`config.mk`:
```
export PLATFORM = sky130hd
export DESIGN_NAME = buf_rd_streamer_flat
export DESIGN_NICKNAME = d
export VERILOG_FILES = /design/src/rtl/buf_pkg.sv /design/src/rtl/buf_rd_streamer_if.sv /design/src/rtl/sync_fifo.sv /design/src/rtl/buf_rd_streamer.sv /design/src/flat_wrapper.sv
export SDC_FILE = /design/constraint.sdc
export NUM_CORES = 1
export LEC_CHECK = 0
export CAP_MARGIN = 20
export CORE_UTILIZATION = 39
export CTS_BUF_LIST = sky130_fd_sc_hd__clkbuf_16
export DETAILED_ROUTE_END_ITERATION = 8
export PLACE_DENSITY = 0.66
export SLEW_MARGIN = 10
export SYNTH_ARGS = -nofsm -noshare
export SYNTH_HDL_FRONTEND = slang
export SYNTH_SLANG_ARGS = --single-unit
```
`constraint.sdc`:
```
create_clock -name clk -period 3.25 [get_ports clk]
set_input_delay 0.4875 -clock clk [delete_from_list [all_inputs] [get_ports clk]]
set_output_delay 0.4875 -clock clk [all_outputs]
set_load 0.02 [all_outputs]
```
`src/rtl/buf_pkg.sv`:
```
// Shared definitions for the SRAM buffer read path: FSM encoding and default widths.
package buf_pkg;

  typedef enum logic [1:0] {
    StIdle  = 2'd0,
    StRun   = 2'd1,
    StDrain = 2'd2,
    StDone  = 2'd3
  } state_e;

  localparam int unsigned ACT_DATA_WIDTH = 64;
  localparam int unsigned WGT_DATA_WIDTH = 256;
  localparam int unsigned BUF_ADDR_WIDTH = 8;
  localparam int unsigned BUF_LEN_WIDTH  = 9;
  localparam int unsigned BUF_FIFO_DEPTH = 4;

  // Bits needed to hold an occupancy count of 0..depth.
  function automatic int unsigned cnt_width(input int unsigned depth);
    return $clog2(depth + 1);
  endfunction

endpackage

```
`src/rtl/buf_rd_streamer_if.sv`:
```
// Control, buffer read port and output stream of one buffer read streamer.
interface buf_rd_streamer_if
  import buf_pkg::*;
#(
  parameter int unsigned ADDR_WIDTH = BUF_ADDR_WIDTH,
  parameter int unsigned DATA_WIDTH = ACT_DATA_WIDTH,
  parameter int unsigned LEN_WIDTH  = BUF_LEN_WIDTH
) ();

  logic                  start;
  logic [ADDR_WIDTH-1:0] base_addr;
  logic [LEN_WIDTH-1:0]  len;
  logic [ADDR_WIDTH-1:0] stride;
  logic                  busy;
  logic                  done;
  logic                  buf_rd_en;
  logic [ADDR_WIDTH-1:0] buf_rd_addr;
  logic [DATA_WIDTH-1:0] buf_rd_data;
  logic                  out_valid;
  logic                  out_ready;
  logic [DATA_WIDTH-1:0] out_data;
  logic                  out_last;

  // Streamer side.
  modport master (
    input  start, base_addr, len, stride, buf_rd_data, out_ready,
    output busy, done, buf_rd_en, buf_rd_addr, out_valid, out_data, out_last
  );

  // Controller, buffer and consumer side.
  modport slave (
    output start, base_addr, len, stride, buf_rd_data, out_ready,
    input  busy, done, buf_rd_en, buf_rd_addr, out_valid, out_data, out_last
  );

endinterface

```
`src/rtl/sync_fifo.sv`:
```
// Show-ahead synchronous FIFO: head word visible on rdata while not empty, with count output.
module sync_fifo
  import buf_pkg::*;
#(
  parameter int unsigned DATA_WIDTH = ACT_DATA_WIDTH,
  parameter int unsigned DEPTH      = BUF_FIFO_DEPTH,
  localparam int unsigned PTR_W     = (DEPTH > 1) ? $clog2(DEPTH) : 1,
  localparam int unsigned CNT_W     = cnt_width(DEPTH)
) (
  input  logic                  clk,
  input  logic                  rst_n,
  input  logic                  push,
  input  logic [DATA_WIDTH-1:0] wdata,
  input  logic                  pop,
  output logic [DATA_WIDTH-1:0] rdata,
  output logic                  empty,
  output logic [CNT_W-1:0]      count
);

  logic [DATA_WIDTH-1:0] mem_q [DEPTH];
  logic [PTR_W-1:0]      wr_ptr_q, rd_ptr_q;
  logic [CNT_W-1:0]      count_q;
  logic                  do_push, do_pop;

  function automatic logic [PTR_W-1:0] next_ptr(input logic [PTR_W-1:0] p);
    return (p == PTR_W'(DEPTH - 1)) ? '0 : p + PTR_W'(1);
  endfunction

  assign do_pop  = pop && (count_q != '0);
  assign do_push = push && ((count_q != CNT_W'(DEPTH)) || do_pop);

  always_ff @(posedge clk or negedge rst_n) begin
    if (!rst_n) begin
      for (int unsigned i = 0; i < DEPTH; i++) mem_q[i] <= '0;
      wr_ptr_q <= '0;
      rd_ptr_q <= '0;
      count_q  <= '0;
    end else begin
      if (do_push) begin
        mem_q[wr_ptr_q] <= wdata;
        wr_ptr_q        <= next_ptr(wr_ptr_q);
      end
      if (do_pop) rd_ptr_q <= next_ptr(rd_ptr_q);
      if (do_push && !do_pop)      count_q <= count_q + CNT_W'(1);
      else if (do_pop && !do_push) count_q <= count_q - CNT_W'(1);
    end
  end

  assign rdata = mem_q[rd_ptr_q];
  assign empty = (count_q == '0);
  assign count = count_q;

endmodule

```
`src/rtl/buf_rd_streamer.sv`:
```
// Issues LEN strided reads to a 1-cycle-latency SRAM buffer and streams the words out via a
// prefetch FIFO sized so that in-flight reads always have a slot under backpressure.
module buf_rd_streamer
  import buf_pkg::*;
#(
  parameter int unsigned ADDR_WIDTH = BUF_ADDR_WIDTH,
  parameter int unsigned DATA_WIDTH = ACT_DATA_WIDTH,
  parameter int unsigned LEN_WIDTH  = BUF_LEN_WIDTH,
  parameter int unsigned FIFO_DEPTH = BUF_FIFO_DEPTH
) (
  input logic               clk,
  input logic               rst_n,
  buf_rd_streamer_if.master bus
);

  localparam int unsigned   CNT_W   = cnt_width(FIFO_DEPTH);
  localparam logic [CNT_W:0] DEPTH_V = (CNT_W + 1)'(FIFO_DEPTH);

  state_e                state_q, state_d;
  logic [ADDR_WIDTH-1:0] addr_q, stride_q;
  logic [LEN_WIDTH-1:0]  len_q, issued_q, sent_q;
  logic                  pending_q;
  logic [CNT_W-1:0]      fifo_count;
  logic [CNT_W:0]        occupancy;
  logic                  fifo_empty;
  logic                  start_ok, rd_en, last_issue, pop, last_word;

  assign start_ok   = (state_q == StIdle) && bus.start;
  // Words held plus the read whose data is on buf_rd_data now; depends on registers only.
  assign occupancy  = {1'b0, fifo_count} + {{CNT_W{1'b0}}, pending_q};
  assign rd_en      = (state_q == StRun) && (issued_q < len_q) && (occupancy < DEPTH_V);
  assign last_issue = rd_en && (issued_q == len_q - LEN_WIDTH'(1));
  assign pop        = bus.out_valid && bus.out_ready;
  assign last_word  = (sent_q == len_q - LEN_WIDTH'(1));

  always_ff @(posedge clk or negedge rst_n) begin
    if (!rst_n) state_q <= StIdle;
    else        state_q <= state_d;
  end

  always_comb begin
    state_d = state_q;
    unique case (state_q)
      StIdle:  if (bus.start) state_d = (bus.len == '0) ? StDone : StRun;
      StRun:   if (last_issue) state_d = StDrain;
      StDrain: if (pop && last_word) state_d = StDone;
      StDone:  state_d = StIdle;
      default: state_d = StIdle;
    endcase
  end

  always_ff @(posedge clk or negedge rst_n) begin
    if (!rst_n) begin
      addr_q    <= '0;
      stride_q  <= '0;
      len_q     <= '0;
      issued_q  <= '0;
      sent_q    <= '0;
      pending_q <= 1'b0;
    end else begin
      pending_q <= rd_en;
      if (start_ok) begin
        addr_q   <= bus.base_addr;
        stride_q <= bus.stride;
        len_q    <= bus.len;
        issued_q <= '0;
        sent_q   <= '0;
      end else begin
        if (rd_en) begin
          addr_q   <= addr_q + stride_q;
          issued_q <= issued_q + LEN_WIDTH'(1);
        end
        if (pop) sent_q <= sent_q + LEN_WIDTH'(1);
      end
    end
  end

  sync_fifo #(
    .DATA_WIDTH (DATA_WIDTH),
    .DEPTH      (FIFO_DEPTH)
  ) u_fifo (
    .clk   (clk),
    .rst_n (rst_n),
    .push  (pending_q),
    .wdata (bus.buf_rd_data),
    .pop   (pop),
    .rdata (bus.out_data),
    .empty (fifo_empty),
    .count (fifo_count)
  );

  assign bus.busy        = (state_q != StIdle);
  assign bus.done        = (state_q == StDone);
  assign bus.buf_rd_en   = rd_en;
  assign bus.buf_rd_addr = addr_q;
  assign bus.out_valid   = !fifo_empty;
  assign bus.out_last    = bus.out_valid && last_word;

endmodule

```
`src/flat_wrapper.sv`:
```
// flat-port wrapper written by rule: the top's interface ports become plain ports
module buf_rd_streamer_flat import buf_pkg::*;
#(
  parameter int unsigned ADDR_WIDTH = BUF_ADDR_WIDTH,
  parameter int unsigned DATA_WIDTH = ACT_DATA_WIDTH,
  parameter int unsigned LEN_WIDTH  = BUF_LEN_WIDTH,
  parameter int unsigned FIFO_DEPTH = BUF_FIFO_DEPTH
)
  (clk, rst_n, bus_start, bus_base_addr, bus_len, bus_stride, bus_buf_rd_data, bus_out_ready, bus_busy, bus_done, bus_buf_rd_en, bus_buf_rd_addr, bus_out_valid, bus_out_data, bus_out_last);
  buf_rd_streamer_if #(.ADDR_WIDTH(ADDR_WIDTH), .DATA_WIDTH(DATA_WIDTH), .LEN_WIDTH(LEN_WIDTH)) bus_i ();
  input logic clk;
  input logic rst_n;
  input wire logic [$bits(bus_i.start)-1:0] bus_start;
  input wire logic [$bits(bus_i.base_addr)-1:0] bus_base_addr;
  input wire logic [$bits(bus_i.len)-1:0] bus_len;
  input wire logic [$bits(bus_i.stride)-1:0] bus_stride;
  input wire logic [$bits(bus_i.buf_rd_data)-1:0] bus_buf_rd_data;
  input wire logic [$bits(bus_i.out_ready)-1:0] bus_out_ready;
  output wire logic [$bits(bus_i.busy)-1:0] bus_busy;
  output wire logic [$bits(bus_i.done)-1:0] bus_done;
  output wire logic [$bits(bus_i.buf_rd_en)-1:0] bus_buf_rd_en;
  output wire logic [$bits(bus_i.buf_rd_addr)-1:0] bus_buf_rd_addr;
  output wire logic [$bits(bus_i.out_valid)-1:0] bus_out_valid;
  output wire logic [$bits(bus_i.out_data)-1:0] bus_out_data;
  output wire logic [$bits(bus_i.out_last)-1:0] bus_out_last;
  assign bus_i.start = bus_start;
  assign bus_i.base_addr = bus_base_addr;
  assign bus_i.len = bus_len;
  assign bus_i.stride = bus_stride;
  assign bus_i.buf_rd_data = bus_buf_rd_data;
  assign bus_i.out_ready = bus_out_ready;
  assign bus_busy = bus_i.busy;
  assign bus_done = bus_i.done;
  assign bus_buf_rd_en = bus_i.buf_rd_en;
  assign bus_buf_rd_addr = bus_i.buf_rd_addr;
  assign bus_out_valid = bus_i.out_valid;
  assign bus_out_data = bus_i.out_data;
  assign bus_out_last = bus_i.out_last;
  buf_rd_streamer #(.ADDR_WIDTH(ADDR_WIDTH), .DATA_WIDTH(DATA_WIDTH), .LEN_WIDTH(LEN_WIDTH), .FIFO_DEPTH(FIFO_DEPTH)) u_core (.clk(clk), .rst_n(rst_n), .bus(bus_i));
endmodule
```
* Word-level counts from Yosys, hierarchy flattened
Index checks and enable logic that the tools add are counted.
** Operators by class
- Add/sub/neg operators :: 9
- Order comparisons :: 5
- Equal/unequal tests :: 11
- Multiplexer cells :: 21
- Bitwise logic cells :: 2
- Reductions and logical operators :: 25
** Operator list (count)
- 256-bit bitwise mux :: 1
- 64-bit 2-to-1 mux :: 3
- 64-bit binary-select mux with 2-bit select :: 1
- 64-bit demux with 2-bit select :: 1
- 9-bit 2-to-1 mux :: 4
- 9-bit by 1-bit adder with 9-bit output (second input constant) :: 2
- 9-bit equality test :: 2
- 8-bit 2-to-1 mux :: 2
- 1-bit logical AND :: 12
- 2-bit 2-to-1 mux :: 6
- 9-bit logical NOT :: 1
- 9-bit less-than comparator :: 1
- 9-bit by 1-bit subtractor with 9-bit output (second input constant) :: 1
- 8-bit adder :: 1
- 2-bit equality test (second input constant) :: 4
- 2-bit one-hot mux with 4 select lines :: 1
- 2-bit nonzero test :: 4
- 3-bit greater-or-equal comparator (second input constant) :: 2
- 3-bit 2-to-1 mux :: 2
- 2-bit NOT with 3-bit output :: 2
- 2-bit by 1-bit adder with 2-bit output (second input constant) :: 2
- 3-bit by 1-bit adder with 4-bit output :: 1
- 4-bit by 3-bit less-than comparator with 1-bit output (second input constant) :: 1
- 2-bit by 1-bit inequality test with 1-bit output (second input constant) :: 2
- other kinds (12) :: 14
** Storage, ports and cells
- Register bits after elaboration :: 309
- Input bits :: 93
- Output and inout port bits :: 77
- Logic and storage cells :: 87

* Depth between registers and ports, before layout
- Word-level depth :: 10
- Gate-level depth with buffers :: 12
- Mapped depth without buffers :: 10

* Cells and area by module
From an unflattened synthesis, not the netlist that was laid out.
** Unflattened totals
- Cells, all modules :: 1006
- Area total of the unflattened synthesis :: 14665.3 um^2
** By module, submodules not included
- sync_fifo :: instances 1, cells an instance 654, area an instance 11521.0 um^2, seq. area each 6581.3 um^2
- buf_rd_streamer :: instances 1, cells an instance 352, area an instance 3144.3 um^2, seq. area each 1151.1 um^2

* Worst setup path before layout
OpenSTA, ideal clock, no wires.
- Kind :: register to output
- From :: register u_core.len_q[0]
- To :: output bus_out_last
- Arrival time :: 2.293 ns
- Required time :: 2.762 ns
- Slack :: 0.470 ns
- Cell stages (with the launch flop) :: 8
- Path buffers :: 0
- Path through :: dfrtp_1 -> inv_1 -> ha_1 -> nor4b_4 -> a21oi_2 -> or4_1 -> a2111oi_2 -> and2_2
** On the way
- Longest elaborated chain between the ends :: 3
** Ends and longest elaborated chain
- start, declared :: line buf_rd_streamer.sv:21 : logic [LEN_WIDTH-1:0] len_q, issued_q, sent_q;
- start signal, assigned :: line buf_rd_streamer.sv:65 : len_q <= bus.len;
- 9-bit by 1-bit subtractor with 9-bit output :: line buf_rd_streamer.sv:34 : assign last_word = (sent_q == len_q - LEN_WIDTH'(1));
- 9-bit equality test :: line buf_rd_streamer.sv:34
- 1-bit logical AND :: line buf_rd_streamer.sv:97 : assign bus.out_last = bus.out_valid && last_word;
- end, declared :: line flat_wrapper.sv:25 : output wire logic [$bits(bus_i.out_last)-1:0] bus_out_last;
No other way between the ends.

* Final worst setup path
- From :: register u_core.len_q[1]
- To :: output bus_out_last
The elaborated chain is that of the path after synthesis.

==> metrics list <==
* Origin of the critical flop-to-flop path: u_core.state_q[0]$_DFFE_PN0P_
- Final min period: 3.23 ns
- Ratio of final minimum period to clock period: 99.5%
* Overflow left after global routing: 0
- The floorplan step set the die height to 195 µm.
- Input and output buffers added on the ports amount to 169.
- After Yosys synthesis, and, or, nand and nor cells account for 5.95% of the synthesized area.
- In this run the number of H-tree levels came out at 2.
- Maximum number of pins on one net before global-route repair: 81
- In this run the cell area measured after placement is 17100 µm².
* Synth Area per Inst: 14.0 µm²
- RSZ-0062 raised after global routing: true
- Timing would allow up to 309 MHz.
- After routing the design area is 18400 µm².
- Residual DRC: 0
* R2R Path End: u_core.state_q[1]$_DFFE_PN0P_
* Number of flops mapped to enable cells by yosys: 0
* Sequential area share after synthesis: 53.1%
- Maximum clock path buffer count: 3
* Measured slew at the worst slew-check pin: 0.685 ns
- Clock sink count: 309
- Share of synthesized registers carrying an async set or reset: 100%
* Antenna violations before repair: 0
- Share of layout cells above drive strength 1: 36.6%
- Worst Setup End Kind: primary output
- Most prevalent standard cell on the critical path: sky130_fd_sc_hd__buf_6
- Area of the mapped netlist: 14600 µm²
- Fraction of the mapped netlist area in compound gates: 3.57%
- Maximum fanout encountered on the critical timing path: 3
- The number of hold violations in the final report is 0.
* Classification of the worst-slack hold path: register to register
* Placed cells: 1667
- Following the worst setup path forward leads to its endpoint at bus_out_last.
- The critical path starts at u_core.len_q[1]$_DFFE_PN0P_.
* Sequence of cells on the critical path: inv_2 -> ha_4 -> nor4b_4 -> buf_6 -> and3_4 -> or4_4 -> a2111oi_4 -> buf_4 -> and2_4 -> buf_6
- Among all stages on the critical path, the largest delay is contributed by sky130_fd_sc_hd__or4_4.
- The number of cells on the worst reg-to-reg path is 9.
- The worst setup path is launched from a register.
* CORE AREA: 36700 µm²
- Area growth, synth to finish: 26.7%
- Unique masters post-synth: 64
* Multiplexer share of the synthesized area: 30.1%
- Top flip-flop cell by instance count after synthesis: sky130_fd_sc_hd__dfrtp_1
* Setup TNS: 0 ns
- After detailed routing, the average wire length per cell comes to 19.5 µm.
- The flow ran to the end, and the final reports show no timing, DRC or antenna violations.
- Vias post-DR: 9164
* Total of flip-flops plus latches after synthesis: 309
- After the last flow step, the layout net total stands at 1366.
- The synthesized netlist devotes 2.85% of its cell area to adder and majority cells.
- For this configuration, the core starts out at a cell density of 39.7%.
- Clock tree from TritonCTS: done
- Slew HR: 54.3%
- The tool flagged a number of max-cap violations equal to 0.
* Clock slew seen by the registers of the worst setup and hold paths: 0.06 ns
* Root Buffer Master: sky130_fd_sc_hd__clkbuf_16
* Global router's overall resource usage: 18.3%
- After synthesis, the largest family of logic cells by area is multiplexers.
- Final weighted congestion in routability-driven placement: 0.826
- Vias per Instance: 5.29
* Crit Path Category: register to primary output
- Placed wire-length estimate after detailed placement: 22200 µm
- The floorplan step set the die width to 195 µm.
* Total Wirelength: 33700 µm
- Most frequent cells in the layout: 306 x sky130_fd_sc_hd__dfrtp_1, 258 x sky130_fd_sc_hd__mux2_2, 166 x sky130_fd_sc_hd__clkdlybuf4s50_1, 70 x sky130_fd_sc_hd__nand2_1, 64 x sky130_fd_sc_hd__mux4_2
* Global-route wire length before repair: 55100 µm
- Synthesis produced a netlist with a net count of 1163.
- Syn. warnings: 0
- Number of detailed-route iterations in the first pass: 6
* ANT nets after route: 0
* Worst-case clock skew: 0.0137 ns
- Number of CTS-inserted buffers: 36
- The synthesized netlist devotes 1.90% of its cell area to XOR and XNOR gates.
- Static Leakage: 8.76 nW
- After the flow finishes, the layout carries non-filler instances totaling 1732.
* Num rows: 70
- For this design the ratio of total power to cell area is 512 nW/µm².
* Via count of the first global-routing pass: 10.1k
- In the synthesized netlist, the number of instances is 1038.
- Setup slack on the worst reg-to-reg path comes out at 0.59 ns.
- The repair_antennas step left the layout with diodes totalling 0.
- For the worst setup path, the data required time is 2.76 ns.
* Insertion delay to the later sink of the worst-skew pair: 0.53 ns
- Total Die Area: 38100 µm²
- Final Setup Violations: 0
* Number of max-slew violations in the final report: 0
- The library cell used most frequently in the layout, excluding fill and tap cells, is sky130_fd_sc_hd__dfrtp_1.
- Critical Path Max Stage Delay: 0.48 ns
- Peak ir drop on the vdd network: 0.446 mV
* Drt first-iter violations: 316
* Worst path arrival time: 2.75 ns
* Ports: 170
registers in the layout, summed over array words and instances, names as in the netlist:
signal	flops
u_core.pending_q	1
u_core.u_fifo.mem_q	256
u_core.issued_q	9
u_core.stride_q	8
u_core.u_fifo.wr_ptr_q	2
u_core.sent_q	9
u_core.state_q	2
u_core.u_fifo.rd_ptr_q	2
u_core.len_q	9
u_core.bus.buf_rd_addr	8
u_core.u_fifo.count	3
critical path, delay by kind of cell, from the launching register on:
family | cells | cell delay, ns
AND/OR/NAND/NOR | 4 | 0.88
buffers and inverters | 4 | 0.48
flip-flops | 1 | 0.35
adder cells (fa/ha/maj) | 1 | 0.16
AO/OA/AOI/OAI | 1 | 0.35
synth_stat cells, types with 5 or more instances:
master | number | area [µm²]
sky130_fd_sc_hd__xnor2_1 | 18 | 158
sky130_fd_sc_hd__mux4_2 | 64 | 1440
sky130_fd_sc_hd__nand4_1 | 7 | 43.8
sky130_fd_sc_hd__xor2_1 | 11 | 96.3
sky130_fd_sc_hd__dfrtp_1 | 309 | 7730
sky130_fd_sc_hd__clkbuf_1 | 42 | 158
sky130_fd_sc_hd__nor2_1 | 32 | 120
sky130_fd_sc_hd__inv_1 | 30 | 113
sky130_fd_sc_hd__ha_1 | 30 | 375
sky130_fd_sc_hd__o21ai_0 | 26 | 130
sky130_fd_sc_hd__mux2_2 | 258 | 2910
sky130_fd_sc_hd__nand3_1 | 7 | 35.0
sky130_fd_sc_hd__nor2b_1 | 5 | 31.3
sky130_fd_sc_hd__nor4_1 | 5 | 31.3
sky130_fd_sc_hd__buf_1 | 9 | 33.8
sky130_fd_sc_hd__a21oi_1 | 17 | 85.1
sky130_fd_sc_hd__nor3_1 | 10 | 50.1
sky130_fd_sc_hd__or3_1 | 6 | 37.5
sky130_fd_sc_hd__nand2_1 | 74 | 278
per-stage QoR:
| stage | total power [W] | utilization [%] | hold WS (ns) | setup WS (ns) |
|---|---|---|---|---|
| global route | 0.00988 | 50.2 | 0.500 | -0.0896 |
| global placement | 0.00546 | 46.7 | 0.467 | -0.121 |
| detailed placement | 0.00547 | 46.7 | 0.473 | -0.0983 |
| CTS | 0.00964 | 50.1 | 0.485 | -0.0114 |
| floorplan | 0.00487 | - | 0.192 | 0.470 |
| finish | 0.00945 | 50.2 | 0.485 | 0.0165 |
worst min-delay path by stage:
stage | depth (start not counted) | from | to
2_1_floorplan | 0 | rst_n | u_core.bus.buf_rd_addr[0]$_DFFE_PN0P_
3_3_place_gp | 2 | u_core.stride_q[5]$_DFFE_PN0P_ | u_core.stride_q[5]$_DFFE_PN0P_
3_5_place_dp | 2 | u_core.stride_q[5]$_DFFE_PN0P_ | u_core.stride_q[5]$_DFFE_PN0P_
4_1_cts | 3 | bus_stride[3] | u_core.stride_q[3]$_DFFE_PN0P_
5_1_grt | 3 | bus_stride[2] | u_core.stride_q[2]$_DFFE_PN0P_
6_report | 2 | u_core.stride_q[6]$_DFFE_PN0P_ | u_core.stride_q[6]$_DFFE_PN0P_
routing by layer:
layer / GRT usage [%] / share of wire, % / vias to the layer above / wire, µm
met3: 4.11 / 4.7 / 44 / 1570
li1: - / - / 4198 / -
met2: 30.5 / 50 / 162 / 16800
met5: 0 / 0 / - / 0
met1: 23.8 / 44 / 4760 / 14700
met4: 5.48 / 2.1 / 0 / 698
repair_timing:
action                                 4_1_cts  5_1_grt
gates cloned                                 0        0
setup endpoints to repair                    2        2
hold buffers                                 1        0
endpoints found under the hold margin       12        0
pin swaps                                    2        4
gates resized for setup                     15       11
buffers inserted                             0        3
layout make-up:
class,instances,area [µm²]
clock buffer,36,901
timing repair buffer,223,2250
inverter,30,113
multi-input combinational,641,6550
sequential,309,7740
clock inverter,25,295
fill,3160,18300
tap,468,586
logic make-up after synthesis:
kind of cell               count (synthesis)
muxes                                    325
adders and majority gates                 32
DFF                                      309
and+or+nand+nor                          176
AOI/OAI and AO/OA                         78
buffers and inverters                     88
xor gates and xnor gates                  30
power by group:
| part | switching, W | total, W | internal, W |
|---|---|---|---|
| clock network | 0.00158 | 0.00409 | 0.00250 |
| logic | 0.000658 | 0.00127 | 0.000616 |
| registers | 0.000166 | 0.00409 | 0.00392 |
(Power assumes the default switching activity.)
